<file path="src/rtl/cram_loader.sv">
// ---------------------------------------------------------------------------
// cram_loader
//   Configuration sequencer for a serial chain of NUM_LE logic elements.
//   Host bitstream words arrive over a valid/ready handshake. Each word is
//   serialized MSB first onto config_data_in, qualified by config_en.
//   After the last of NUM_LE*CFG_BITS bits has been shifted, the fabric is
//   held in reset for RST_CYCLES cycles. It is then released and enabled, and
//   done pulses for one cycle.
//
//   Ports
//     clk             clock, shared with the LE config chain
//     rst             synchronous active-high reset
//     start           begin a load (only looked at in IDLE)
//     abort           cancel an in-progress load
//     word_valid      host word available
//     word_data       host word, MSB shifted first
//     word_ready      loader takes the word this cycle
//     config_en       registered shift enable to the chain
//     config_data_in  registered serial config bit
//     le_nrst         fabric reset, active low
//     le_en           fabric enable
//     busy            high in every state except IDLE
//     done            one-cycle pulse when the fabric is released
//     configured      high after a successful load
// ---------------------------------------------------------------------------
module cram_loader #(
  parameter int NUM_LE     = 4,
  parameter int CFG_BITS   = 20,
  parameter int WORD_W     = 8,
  parameter int RST_CYCLES = 4
) (
  input  logic              clk,
  input  logic              rst,
  input  logic              start,
  input  logic              abort,
  input  logic              word_valid,
  input  logic [WORD_W-1:0] word_data,
  output logic              word_ready,
  output logic              config_en,
  output logic              config_data_in,
  output logic              le_nrst,
  output logic              le_en,
  output logic              busy,
  output logic              done,
  output logic              configured
);

  localparam int TOTAL = NUM_LE * CFG_BITS;
  localparam int CW    = $clog2(TOTAL + 1);
  localparam int RW    = $clog2(RST_CYCLES + 1);

  typedef enum logic [1:0] {IDLE, FETCH, SHIFT, RELEASE} state_t;

  state_t            state;
  logic [WORD_W-1:0] shreg;
  logic [CW-1:0]     bits_done;   // bits shifted so far in this load
  logic [CW-1:0]     word_cnt;    // bits still to shift from the current word
  logic [RW-1:0]     rst_cnt;     // reset-hold cycles spent in RELEASE
  logic [CW-1:0]     bits_left;
  logic [CW-1:0]     word_len;

  // Only the last word can be short: clamp its length to what is left,
  // so the unused low bits of that word are never shifted.
  assign bits_left = CW'(TOTAL) - bits_done;
  assign word_len  = (int'(bits_left) > WORD_W) ? CW'(WORD_W) : bits_left;

  // Gating with abort keeps the host from seeing a handshake on a word
  // that the loader is about to drop.
  assign word_ready = (state == FETCH) && !abort;
  assign busy       = (state != IDLE);

  always_ff @(posedge clk) begin
    if (rst) begin
      state          <= IDLE;
      shreg          <= '0;
      bits_done      <= '0;
      word_cnt       <= '0;
      rst_cnt        <= '0;
      config_en      <= 1'b0;
      config_data_in <= 1'b0;
      le_nrst        <= 1'b0;
      le_en          <= 1'b0;
      done           <= 1'b0;
      configured     <= 1'b0;
    end else begin
      done <= 1'b0;
      if (abort && state != IDLE) begin
        // Partially shifted chain is left as is; the fabric stays in reset.
        state          <= IDLE;
        config_en      <= 1'b0;
        config_data_in <= 1'b0;
        le_nrst        <= 1'b0;
        le_en          <= 1'b0;
        configured     <= 1'b0;
      end else begin
        case (state)
          IDLE: begin
            if (start) begin
              state      <= FETCH;
              le_nrst    <= 1'b0;
              le_en      <= 1'b0;
              configured <= 1'b0;
              bits_done  <= '0;
              word_cnt   <= '0;
              rst_cnt    <= '0;
            end
          end

          FETCH: begin
            config_en      <= 1'b0;
            config_data_in <= 1'b0;
            if (word_valid) begin
              shreg    <= word_data;
              word_cnt <= word_len;
              state    <= SHIFT;
            end
          end

          SHIFT: begin
            config_en      <= 1'b1;
            config_data_in <= shreg[WORD_W-1];
            shreg          <= {shreg[WORD_W-2:0], 1'b0};
            bits_done      <= bits_done + 1'b1;
            word_cnt       <= word_cnt - 1'b1;
            if (bits_done == CW'(TOTAL - 1)) begin
              state   <= RELEASE;
              rst_cnt <= '0;
            end else if (word_cnt == CW'(1)) begin
              state <= FETCH;
            end
          end

          RELEASE: begin
            // RST_CYCLES cycles of quiet chain with le_nrst low, then one
            // cycle that releases the fabric.
            config_en      <= 1'b0;
            config_data_in <= 1'b0;
            if (rst_cnt == RW'(RST_CYCLES)) begin
              le_nrst    <= 1'b1;
              le_en      <= 1'b1;
              done       <= 1'b1;
              configured <= 1'b1;
              state      <= IDLE;
            end else begin
              rst_cnt <= rst_cnt + 1'b1;
            end
          end

          default: state <= IDLE;
        endcase
      end
    end
  end

endmodule

</file>
<file path="config.mk">
export PLATFORM = sky130hd
export DESIGN_NAME = cram_loader
export DESIGN_NICKNAME = d
export VERILOG_FILES = /design/src/rtl/cram_loader.sv
export SDC_FILE = /design/constraint.sdc
export NUM_CORES = 1
export LEC_CHECK = 0
export BUFFER_PORTS_ARGS = -buffer_cell sky130_fd_sc_hd__buf_2
export CAP_MARGIN = 10
export CORE_MARGIN = 3
export CORE_UTILIZATION = 62
export CTS_CLUSTER_SIZE = 12
export DETAILED_ROUTE_END_ITERATION = 6
export PLACE_DENSITY = 0.93
export SLEW_MARGIN = 10
export SYNTH_ARGS = -nofsm -noshare
export SYNTH_HDL_FRONTEND = slang
export SYNTH_SLANG_ARGS = --single-unit
</file>
<file path="constraint.sdc">
create_clock -name clk -period 4.9 [get_ports clk]
set_input_delay 0.245 -clock clk [delete_from_list [all_inputs] [get_ports clk]]
set_output_delay 0.245 -clock clk [all_outputs]
set_load 0.02 [all_outputs]
</file>
### Word-level counts from Yosys, hierarchy flattened

Index checks and enable logic that the tools add are counted.

| cells by class | value |
|---|---|
| add/sub/neg operators | 4 |
| muxes and demuxes | 23 |
| reduce and logical (&&, ||, !) cells | 20 |
| equal/unequal tests | 12 |
| bitwise operators | 2 |
| magnitude comparators | 1 |

Operator list:

| kind | count |
|---|---|
| 2-to-1 mux 7 bit | 3 |
| case mux 7 bit (3 select lines) | 1 |
| case mux 8 bit (2 select lines) | 1 |
| case mux 7 bit (2 select lines) | 1 |
| 2-to-1 mux 2 bit | 5 |
| != test 2 bit (second input constant) | 5 |
| nonzero test 2 bit | 5 |
| 2-to-1 mux 3 bit | 3 |
| case mux 3 bit (3 select lines) | 1 |
| AND reduction 3 bit | 3 |
| 2-to-1 mux 8 bit | 1 |
| case mux 2 bit (4 select lines) | 1 |
| AND reduction 4 bit | 2 |
| adder 7 x 1 -> 7 bit (second input constant) | 1 |
| == test 7 x 1 -> 1 bit (second input constant) | 1 |
| == test 7 bit (second input constant) | 1 |
| > comparator 7 x 4 -> 1 bit (second input constant) | 1 |
| subtractor 7 x 1 -> 7 bit (second input constant) | 1 |
| subtractor 7 bit (first input constant) | 1 |
| case mux 1 bit (2 select lines) | 3 |
| nonzero test 3 bit | 2 |
| AND reduction 5 bit | 1 |
| == test 2 bit (second input constant) | 2 |
| OR reduction 2 bit | 2 |
| other kinds (10) | 14 |

| storage, ports and cells | value |
|---|---|
| output and inout port bits | 8 |
| register bits after elaboration | 31 |
| word-level logic and storage cells | 71 |

### Longest topological paths before layout

Gate-level depths: netlist of the first run.

| logic depth | value |
|---|---|
| word-level depth | 5 |
| depth in mapped cells | 8 |

### Least setup slack after synthesis of the first run

OpenSTA, ideal clock, no wires.

| path | value |
|---|---|
| kind | register to register |
| start | reg state[1] |
| end | reg word_cnt[0] |
| path slack | 2940 ps |
| data required time | 4830 ps |
| arrival | 1890 ps |
| path buffers | 0 |
| stages on the path, launching flop included | 8 |
| clock period less this slack | 1960 ps |
| path through | dfxtp_1 -> inv_1 -> ha_1 -> nor2b_1 -> nor4_1 -> nand4b_2 -> nor3_2 -> o2bb2ai_1 |

| between the ends | value |
|---|---|
| cells in the longest elaborated chain, start to end | 4 |

RTL lines:

| element | line | RTL |
|---|---|---|
| from (decl) | 54 | `state_t state;` |
| from (signal assigned) | 74 | `state <= IDLE;` |
| from (signal assigned) | 89 | `state <= IDLE;` |
| from (signal assigned) | 99 | `state <= FETCH;` |
| parallel branches: the longest is 4 deep, another holds AND reduction 4 bit | n/a |  |
| to (signal assigned) | 114 | `word_cnt <= word_len;` |
| to (signal assigned) | 124 | `word_cnt <= word_cnt - 1'b1;` |
| to (decl) | 57 | `logic [CW-1:0] word_cnt;` |

Several ways; the timed one is not identified.
A chain may end at the register's enable or synchronous reset.

### Worst setup path after layout of the first run

| path | value |
|---|---|
| start | reg state[1] |
| end | reg word_cnt[2] |

The elaborated chain is that of the path after synthesis.

==> results of run 1 <==
## worst reg2reg max path, stage by stage (launching register included)
cell and delay, ns:
dfxtp_1 0.44, inv_1 0.14, ha_1 0.28, nor2b_1 0.21, nor4_1 0.55, nand4b_2 0.23, nor3_2 0.29, o2bb2ai_1 0.14
## through the flow
stage / power (W) / instances
global route: 0.00100 / 268
finish: 0.000926 / 268
detailed placement: 0.000755 / 260
floorplan: 0.000674 / 219
global placement: 0.000740 / 260
CTS: 0.000928 / 268
## flip-flops by register name (all words and copies together), names as in the netlist
name	flops
shreg	8
bits_done	7
word_cnt	7
rst_cnt	3
state	2
config_data_in	1
config_en	1
configured	1
done	1
## path summary, 6_finish.rpt
path / to / slack (ns) / start / depth (start not counted)
max: word_cnt[2]$_SDFFE_PP0P_ / 2.57 / state[1]$_SDFFE_PP0P_ / 7
min: shreg[0]$_SDFFE_PP0P_ / 0.19 / word_data[0] / 3
max reg2reg: word_cnt[2]$_SDFFE_PP0P_ / 2.57 / state[1]$_SDFFE_PP0P_ / 7
min reg2reg: word_cnt[6]$_SDFFE_PP0P_ / 0.49 / word_cnt[6]$_SDFFE_PP0P_ / 2
## power groups by stage
stage / Sequential, W / Clock [W] / Combinational, W
global placement: 0.000343 / 0 / 0.000397
detailed placement: 0.000346 / 0 / 0.000409
global route: 0.000348 / 0.000187 / 0.000465
CTS: 0.000341 / 0.000175 / 0.000412
floorplan: 0.000342 / 0 / 0.000332
finish: 0.000341 / 0.000169 / 0.000416
## cells in the final DEF (no fill, tap or decap), drive strengths merged, types with 12 or more instances in the layout
| cell | count |
|---|---|
| nor3 | 12 |
| a21oi | 17 |
| dfxtp | 31 |
| inv | 12 |
| buf | 20 |
| o21ai | 13 |
| ha | 13 |
| nor2 | 26 |
## logic make-up after synthesis
logic type,after synthesis,synth area share
buffers and inverters,22,0.0667
AOI/OAI and AO/OA,55,0.185
xor gates and xnor gates,7,0.0323
and+or+nand+nor,83,0.261
muxes,8,0.0422
adders and majority gates,13,0.0858
DFF,31,0.327
## area by class of cell
type	instances	area [um^2]	area share
Multi-Input combinational cell	166	1150	0.568
Timing Repair Buffer	20	100	0.0495
Clock buffer	8	68.8	0.0340
Inverter	12	45.0	0.0223
Sequential cell	31	621	0.307
Tap cell	31	38.8	0.0192
## per-layer routing
| layer | vias up | wire length [um] |
|---|---|---|
| met2 | 39 | 1730 |
| met4 | 0 | 65 |
| met3 | 8 | 211 |
| li1 | 825 | - |
| met5 | - | 0 |
| met1 | 718 | 1740 |
==> metrics.md, run 1 <==
| Metric | Value |
|---|---|
| Status | complete, no violations |
| Synth cell count leaders | 31 x dfxtp_1, 25 x nor2_1, 17 x a21oi_1 |
| Root Driver | clkbuf_4 |
| Crit start category | flop |
| Crit-path cells | inv_1 > ha_1 > nor2b_1 > nor4_1 > nand4b_2 > nor3_2 > o2bb2ai_1 |
| DR vias/cell | approximately 5.9 |
| Flops & latches, synth | 31 |
| Post-CTS setup buffer count | 0 |
| Hold Fails Final Rpt | 0 |
| PwrDens | approximately 460 nW/um^2 |
| Post-DP HPWL | 2760 um |
| Global Route Usage Sum | 0.220 |
| Total gr overflow | 0 |
| Ys async rst share | 0 |
| Unrepaired setup endpoints after global routing | false |
| Fillers | ~200 |
| Max Transition Viols Final | 0 |
| Internal power | between 0.0005 and 0.0006 W |
| Buf/Inv on CP | 1 |
| Post-Syn Area per Cell | 8.66 um^2 |
| Hold Crit Class | input port to flop |
| Setup violators final | 0 |
| Net Sw Power | 0.000377 W |
| Fin util | 0.715 |
| Diode count | 0 |
| RePlAce Congestion | a little under 0.9 |
| Synth area leaders | dfxtp_1 33%, ha_1 8.6%, nor2_1 5.0% |
| Routed len/inst | 14.0 um |
| Num CTS Buffers | 5 |
| DRC viols | 0 |
| CP max stage delay | about 0.55 ns |
| GR Util met1 | 0.278 |
| Main synth FF type | dfxtp_1 |
| Rel. slew slack | 0.413 |
| Met3 Use GR | 0.0755 |
| Mapped cell area | ~1900 um^2 |
| CTS Buffer Depth | 2 |
| CTS tree | built |
| Met2 usage | 0.344 |
| Critical Path RT | 5.17 ns |
| WS Path Type | flop to flop |
| Tcrit/Tclk final | 0.476 |
| Syn nets | about 250 |
| Die Ht | roughly 61 um |
| Crit-path slowest cell | nor4_1 |
| Row count | 19 |
| DIE WIDTH | just over 60 um |
| 1st-iter DRT viols | about 160 |
| I/O Buffers | 20 |
| Combinational share of power | 0.449 |
| Initial antenna violation count | 0 |
| DRT Wirelength | between 3000 and 4000 um |
| Clock skew | between 0.01 and 0.015 ns |
| Resized Gates After CTS | 0 |
| Depth of the CTS H-tree | 2 |
| Clk_lat worst skew | roughly 0.33 ns |
| Final nets | approximately 260 |
| Unique masters post-synth | 53 |
| Layout area overhead | 6.67% |
| Synth warn | 0 |
| Fmax | ~0.43 GHz |
| Post-route ant nets | 0 |
| First-pass GRT wire length | ~6100 um |
| Synth top area share | 0.327 |
| Synth area leader | dfxtp_1 |
| Worst-Margin Slew | 0.876 ns |
| Crit-path max FO | 6 |
| Clock sink count | 31 |
| Leakage | ~0.75 nW |
| Final min period | ~2.3 ns |
| Placed cell area | 1950 um^2 |
| Seq/Total Area, Yosys | 0.327 |
| CP Data Arrival Time | roughly 2.6 ns |
| Clock Power Share | 0.183 |
| Vias | ~1,600 |
| Synthesized instance count | approximately 220 |
| Final Worst Setup Slack | approximately 2.6 ns |
| Vias in the first global route | around 1,400 |
| Most common cell in the netlist | dfxtp_1 |
| Die Area | about 3800 um^2 |
| Switching power share of the total | 0.407 |
| Post-route cell area | 2020 um^2 |
| Initial core utilization | 0.670 |
| Ports | 21 |
| TritonRoute pass-1 iters | 5 |
| Hold-fix buffers, CTS | 0 |
| Most crowded layer after global routing | met2 |
| Largest net degree at the start of global routing | 22 |
| Share of cells above drive strength 1 | 0.177 |
| Worst setup EP type | flop |
| Setup WS pre-CTS | roughly 2.6 ns |
| Post-synth EDFFs | 0 |
| Core Footprint | around 2800 um^2 |
| Setup TNS | 0 ns |
| Min Hold Slack | 0.190 ns |
| Maxcap violations | 0 |
| CTS clk-pin slew, worst paths | 0.10 ns |
| VDD IR-drop max | a little over 0.3 mV |
| Reg power frac | 0.368 |
| Cell family with most CP delay | simple AND/OR/NAND/NOR gates |
No activity file was read; power rests on OpenSTA's default activity.
==> run 2, diff against run 1 <==
--- a/config.mk
+++ b/config.mk
@@ -8,10 +8,10 @@
 export BUFFER_PORTS_ARGS = -buffer_cell sky130_fd_sc_hd__buf_2
 export CAP_MARGIN = 10
 export CORE_MARGIN = 3
-export CORE_UTILIZATION = 62
+export CORE_UTILIZATION = 52
 export CTS_CLUSTER_SIZE = 12
 export DETAILED_ROUTE_END_ITERATION = 6
-export PLACE_DENSITY = 0.93
+export PLACE_DENSITY = 0.84
 export SLEW_MARGIN = 10
 export SYNTH_ARGS = -nofsm -noshare
 export SYNTH_HDL_FRONTEND = slang
==> constraint.sdc (replaced) <==
create_clock -name clk -period 2.06 [get_ports clk]
set_input_delay 0.103 -clock clk [delete_from_list [all_inputs] [get_ports clk]]
set_output_delay 0.103 -clock clk [all_outputs]
set_load 0.02 [all_outputs]
==> metrics.md, run 2 (same netlist as run 1, synthesis figures left out) <==
| Metric | Value |
|---|---|
| Met3 routed WL | 193 um (-8.5%) |
| Commonest non-fill, non-tap cell in the layout | dfxtp_1 |
| Leakage | 0.825 nW (+9.5%) |
| Largest net degree at the start of global routing | 22 (unchanged) |
| Setup violators final | 0 (unchanged) |
| Max Transition Viols Final | 0 (unchanged) |
| PwrDens | 1140 nW/um^2 (+150%) |
| Layout area overhead | 13.9% |
| Clk_lat worst skew | 0.34 ns (about the same) |
| Hold Crit Class | input port to flop |
| Critical Path RT | 2.33 ns (-2.84 ns) |
| TritonRoute pass-1 iters | 4 (-1) |
| Routed len/inst | 13.8 um (-1.3%) |
| Share of cells above drive strength 1 | 0.233 (+0.0557) |
| Core Footprint | 3420 um^2 (+21%) |
| Maxcap violations | 0 (unchanged) |
| Unrepaired setup endpoints after global routing | false |
| Worst setup EP type | flop |
| Largest register by flop count | shreg |
| Fillers | 291 (+48%) |
| WS Path Type | flop to flop |
| Tcrit/Tclk final | 0.948 (+0.472) |
| Clock sink count | 31 (unchanged) |
| Fmax | 0.512 GHz (+19%) |
| Diode count | 0 (unchanged) |
| Total gr overflow | 0 (unchanged) |
| Vias | 1,645 (+3.5%) |
| Initial antenna violation count | 0 (unchanged) |
| Ports | 21 (unchanged) |
| Met1 Wirelength | 1830 um (+5.3%) |
| CTS tree | built |
| Post-route ant nets | 0 (unchanged) |
| Fin util | 0.632 (-0.0829) |
| Hold Fails Final Rpt | 0 (unchanged) |
| I/O Buffers | 20 (unchanged) |
| Global Route Usage Sum | 0.204 (-0.0157) |
| Final min period | 1.95 ns (-0.380 ns) |
| First-pass GRT wire length | 6770 um (+11%) |
| Met2 routed WL | 1950 um (+13%) |
| Post-DP HPWL | 2960 um (+7.3%) |
| DRT Wirelength | 4060 um (+8.6%) |
| 1st-iter DRT viols | 98 (-37%) |
| Row count | 21 (+2) |
| Worst-Margin Slew | 0.587 ns (-0.289 ns) |
| Largest register FFs | 8 (unchanged) |
| Status | complete, no violations |
| RePlAce Congestion | 0.913 (+4.4%) |
| Most frequent cells in the layout | 30 x dfxtp_1, 25 x nor2_1, 20 x buf_2 |
| Initial core utilization | 0.555 (-0.115) |
| Root Driver | clkbuf_4 |
| CP Data Arrival Time | 2.22 ns (-0.38 ns) |
| Largest regs | shreg x8, bits_done x7, word_cnt x7 |
| Rel. slew slack | 0.608 (+0.195) |
| Setup TNS | 0 ns (unchanged) |
| Crit start category | flop |
| Crit-path max FO | 6 (unchanged) |
| Clock skew | 0.0140 ns (+0.00172 ns) |
| Uppermost routed layer | met4 |
| DR vias/cell | 5.58 (-6.0%) |
| Vias in the first global route | 1,530 (+7.4%) |
| Num CTS Buffers | 5 (unchanged) |
| DRC viols | 0 (unchanged) |
| Final nets | 274 (+4.6%) |
| Die Area | 4410 um^2 (+17%) |
| CTS Buffer Depth | 2 (unchanged) |
| CTS clk-pin slew, worst paths | 0.11 ns (about the same) |
| Depth of the CTS H-tree | 2 (unchanged) |
| Post-CTS setup buffer count | 0 (unchanged) |
| Die Ht | 66.4 um (+8.3%) |
| DIE WIDTH | 66.4 um (+8.3%) |
| VDD IR-drop max | 0.613 mV (+97%) |
## run 2: area by class of cell
cell class                      count  area [um^2]  share of cell area
Multi-Input combinational cell    166         1160               0.536
Clock inverter                      2         35.0              0.0162
Inverter                           12         45.0              0.0209
Tap cell                           46         57.6              0.0267
Timing Repair Buffer               32          190              0.0881
Clock buffer                        6         51.3              0.0238
Sequential cell                    31          622               0.288
## run 2: repair_timing
| item | CTS | global route |
|---|---|---|
| resized for setup | 0 | 5 |
| hold buffers | 0 | 0 |
| endpoints found under the setup margin | 0 | 8 |
| hold endpoints to repair | 0 | 0 |
## run 2: critical path, cell delays in order, from the launching register on
cell,delay (ns)
dfxtp_1,0.33
inv_1,0.14
ha_2,0.26
nor2b_2,0.08
or4_4,0.57
nor2_4,0.17
a32oi_1,0.13
o22ai_1,0.18
## run 2: per-stage QoR
| stage | area [um^2] | power [W] | hold WS (ns) | setup slack, ns | cells |
|---|---|---|---|---|---|
| 4_1_cts | 2150 | 0.00244 | 0.0215 | 0.0362 | 295 |
| 3_3_place_gp | 2060 | 0.00189 | 0.391 | 0.148 | 287 |
| 6_report | 2160 | 0.00245 | 0.0323 | 0.107 | 295 |
| 5_1_grt | 2160 | 0.00264 | 0.00760 | 0.00729 | 295 |
| 3_5_place_dp | 2060 | 0.00193 | 0.392 | 0.0764 | 287 |
| 2_1_floorplan | 1900 | 0.00160 | 0.269 | 0.100 | 219 |
## run 2: path summary, 6_finish.rpt
path                                       startpoint                  endpoint  slack [ns]  cells after the start
worst max-delay path            state[1]$_SDFFE_PP0P_  word_cnt[3]$_SDFFE_PP0P_        0.11                      7
worst min-delay path                     word_data[0]     shreg[0]$_SDFFE_PP0P_        0.03                      3
worst max register to register  state[1]$_SDFFE_PP0P_  word_cnt[3]$_SDFFE_PP0P_        0.11                      7
worst min register to register  shreg[0]$_SDFFE_PP0P_     shreg[0]$_SDFFE_PP0P_        0.47                      2
## run 2: per-layer routing
layer / up-vias / GRT usage
met5: - / 0
met4: 0 / 0.0964
met3: 7 / 0.0578
met2: 39 / 0.320
met1: 756 / 0.255
li1: 843 / -
## run 2: where the power goes
group          internal [W]  leakage (nW)  total [W]  switching (W)
clock              0.000287        0.0482   0.000509       0.000222
sequential         0.000721         0.252   0.000796      0.0000748
combinational      0.000496         0.524    0.00115       0.000650
total               0.00150         0.825    0.00245       0.000947
==> run 3, diff against run 2 <==
--- a/config.mk
+++ b/config.mk
@@ -8,10 +8,10 @@
 export BUFFER_PORTS_ARGS = -buffer_cell sky130_fd_sc_hd__buf_2
 export CAP_MARGIN = 10
 export CORE_MARGIN = 3
-export CORE_UTILIZATION = 52
+export CORE_UTILIZATION = 45
 export CTS_CLUSTER_SIZE = 12
 export DETAILED_ROUTE_END_ITERATION = 6
-export PLACE_DENSITY = 0.84
+export PLACE_DENSITY = 0.73
 export SLEW_MARGIN = 10
 export SYNTH_ARGS = -nofsm -noshare
 export SYNTH_HDL_FRONTEND = slang
==> constraint.sdc (replaced) <==
create_clock -name clk -period 2.5 [get_ports clk]
set_input_delay 0.125 -clock clk [delete_from_list [all_inputs] [get_ports clk]]
set_output_delay 0.125 -clock clk [all_outputs]
set_load 0.02 [all_outputs]
==> metrics.md, run 3 (same netlist as run 1, synthesis figures left out) <==
| Metric | Value |
|---|---|
| Status | complete, no violations |
| Met2 usage | 0.248 (-0.0715) |
| Diode count | 0 (unchanged) |
| Setup WS pre-CTS | 0.383 ns (+0.307 ns) |
| PwrDens | 909 nW/um^2 (-20%) |
| Clk_lat worst skew | 0.28 ns (-0.06 ns) |
| Most frequent cells in the layout | 31 x dfxtp_1, 25 x nor2_1, 20 x buf_2 |
| CTS clk-pin slew, worst paths | 0.06 ns (-0.05 ns) |
| Row count | 22 (+4.8%) |
| Global Route Usage Sum | 0.153 (-0.0507) |
| Leakage | 0.777 nW (-5.8%) |
| Area of the multi-input gates | 1150 um^2 (-0.76%) |
| Largest register by flop count | shreg |
| DIE WIDTH | 70.9 um (+6.8%) |
| GR Util met1 | 0.197 (-0.0580) |
| 1st-iter DRT viols | 132 (+35%) |
| Final Worst Setup Slack | 0.374 ns (+0.266 ns) |
| Register-to-Register Setup Slack | 0.37 ns (+0.27 ns) |
| Num CTS Buffers | 5 (unchanged) |
| DR vias/cell | 5.40 (-3.1%) |
| Worst-Margin Slew | 0.643 ns (+0.0560 ns) |
| Total gr overflow | 0 (unchanged) |
| Vias in the first global route | 1,410 (-7.8%) |
| Largest register FFs | 8 (unchanged) |
| Hold Fails Final Rpt | 0 (unchanged) |
| Final nets | 265 (-3.3%) |
| Resized Gates After CTS | 0 (unchanged) |
| Depth of the CTS H-tree | 2 (unchanged) |
| Max Transition Viols Final | 0 (unchanged) |
| Unrepaired setup endpoints after global routing | false |
| Met3 Use GR | 0.0341 (-0.0237) |
| Largest net degree at the start of global routing | 22 (unchanged) |
| Share of cells above drive strength 1 | 0.188 (-0.0446) |
| Clock skew | 0.00339 ns (-0.0106 ns) |
| Worst setup EP type | flop |
| Fin util | 0.541 (-0.0910) |
| RePlAce Congestion | 0.904 (-0.94%) |
| Commonest non-fill, non-tap cell in the layout | dfxtp_1 |
| DRT Wirelength | 3640 um (-10%) |
| Setup TNS | 0 ns (unchanged) |
| Core Footprint | 3850 um^2 (+13%) |
| Ports | 21 (unchanged) |
| Register area | 621 um^2 (-0.20%) |
| CTS tree | built |
| Setup violators final | 0 (unchanged) |
| Most crowded layer after global routing | met2 |
| Vias | 1,551 (-5.7%) |
| Hold-fix buffers, CTS | 0 (unchanged) |
| Layout area overhead | 9.97% |
| Post-route ant nets | 0 (unchanged) |
| Post-CTS setup buffer count | 0 (unchanged) |
| Post-DP HPWL | 2700 um (-8.8%) |
| WS Path Type | flop to flop |
| Clock sink count | 31 (unchanged) |
| VDD IR-drop max | 0.459 mV (-25%) |
| CP Data Arrival Time | 2.34 ns (+0.12 ns) |
| TritonRoute pass-1 iters | 4 (unchanged) |
| Routed len/inst | 12.7 um (-7.9%) |
| CTS Buffer Depth | 2 (unchanged) |
| I/O Buffers | 20 (unchanged) |
| Hold Crit Class | input port to flop |
| Crit start category | flop |
| Die Area | 5030 um^2 (+14%) |
| Fmax | 0.470 GHz (-8.2%) |
| Largest regs | shreg x8, bits_done x7, word_cnt x7 |
| Final min period | 2.13 ns (+0.174 ns) |
| Crit-path max FO | 6 (unchanged) |
| Maxcap violations | 0 (unchanged) |
| Root Driver | clkbuf_8 |
| Rel. slew slack | 0.570 (-0.0375) |
| Initial antenna violation count | 0 (unchanged) |
| DRC viols | 0 (unchanged) |
| Fillers | 391 (+34%) |
| Tcrit/Tclk final | 0.851 (-0.0974) |
| Die Ht | 70.9 um (+6.8%) |
| Critical Path RT | 2.71 ns (+0.38 ns) |
| Initial core utilization | 0.492 (-0.0631) |
| First-pass GRT wire length | 6250 um (-7.6%) |
run 3: cell types whose count changed in the layout (fill, tap and decap cells not counted), sizes merged:
| cell | before | now |
|---|---|---|
| buf | 32 | 23 |
| bufinv | 1 | 0 |
run 3: final cells by class:
cell class	instances	share of cell area
clock buffer	6	0.0396
sequential	31	0.298
clock inverter	1	0.00240
timing repair buffer	23	0.0588
inverter	12	0.0216
multi-input combinational	166	0.551
tap	48	0.0288
run 3: path summary, 6_finish.rpt:
kind / start / end / cells past startpoint
setup / recovery: state[1]$_SDFFE_PP0P_ / word_cnt[6]$_SDFFE_PP0P_ / 7
hold / removal: word_data[0] / shreg[0]$_SDFFE_PP0P_ / 3
setup reg to reg: state[1]$_SDFFE_PP0P_ / word_cnt[6]$_SDFFE_PP0P_ / 7
hold reg to reg: word_cnt[5]$_SDFFE_PP0P_ / word_cnt[5]$_SDFFE_PP0P_ / 2
run 3: worst max-delay path: stages (launching register included):
cell      delay (ns)
dfxtp_1         0.43
inv_1           0.14
ha_1            0.28
nor2b_1         0.21
or4_4           0.54
nor2_4          0.19
nand4b_1        0.11
a21oi_1         0.16
run 3: report_power, final:
group / switching (W) / internal [W] / total [W]
registers: 0.0000692 / 0.000594 / 0.000663
logic: 0.000491 / 0.000345 / 0.000836
clock network: 0.000180 / 0.000216 / 0.000396
run 3: per-layer routing:
layer,wire [um],vias up
met5,0,-
met4,39,0
met3,140,4
met2,1620,27
met1,1840,701
li1,-,819
run 3: through the flow:
stage | hold slack, ns | instance area [um^2] | total power [W] | cells
2_1_floorplan | 0.291 | 1900 | 0.00132 | 219
3_3_place_gp | 0.409 | 2000 | 0.00151 | 280
3_5_place_dp | 0.416 | 2000 | 0.00152 | 280
4_1_cts | 0.130 | 2080 | 0.00191 | 287
5_1_grt | 0.139 | 2080 | 0.00206 | 287
6_report | 0.130 | 2080 | 0.00190 | 287
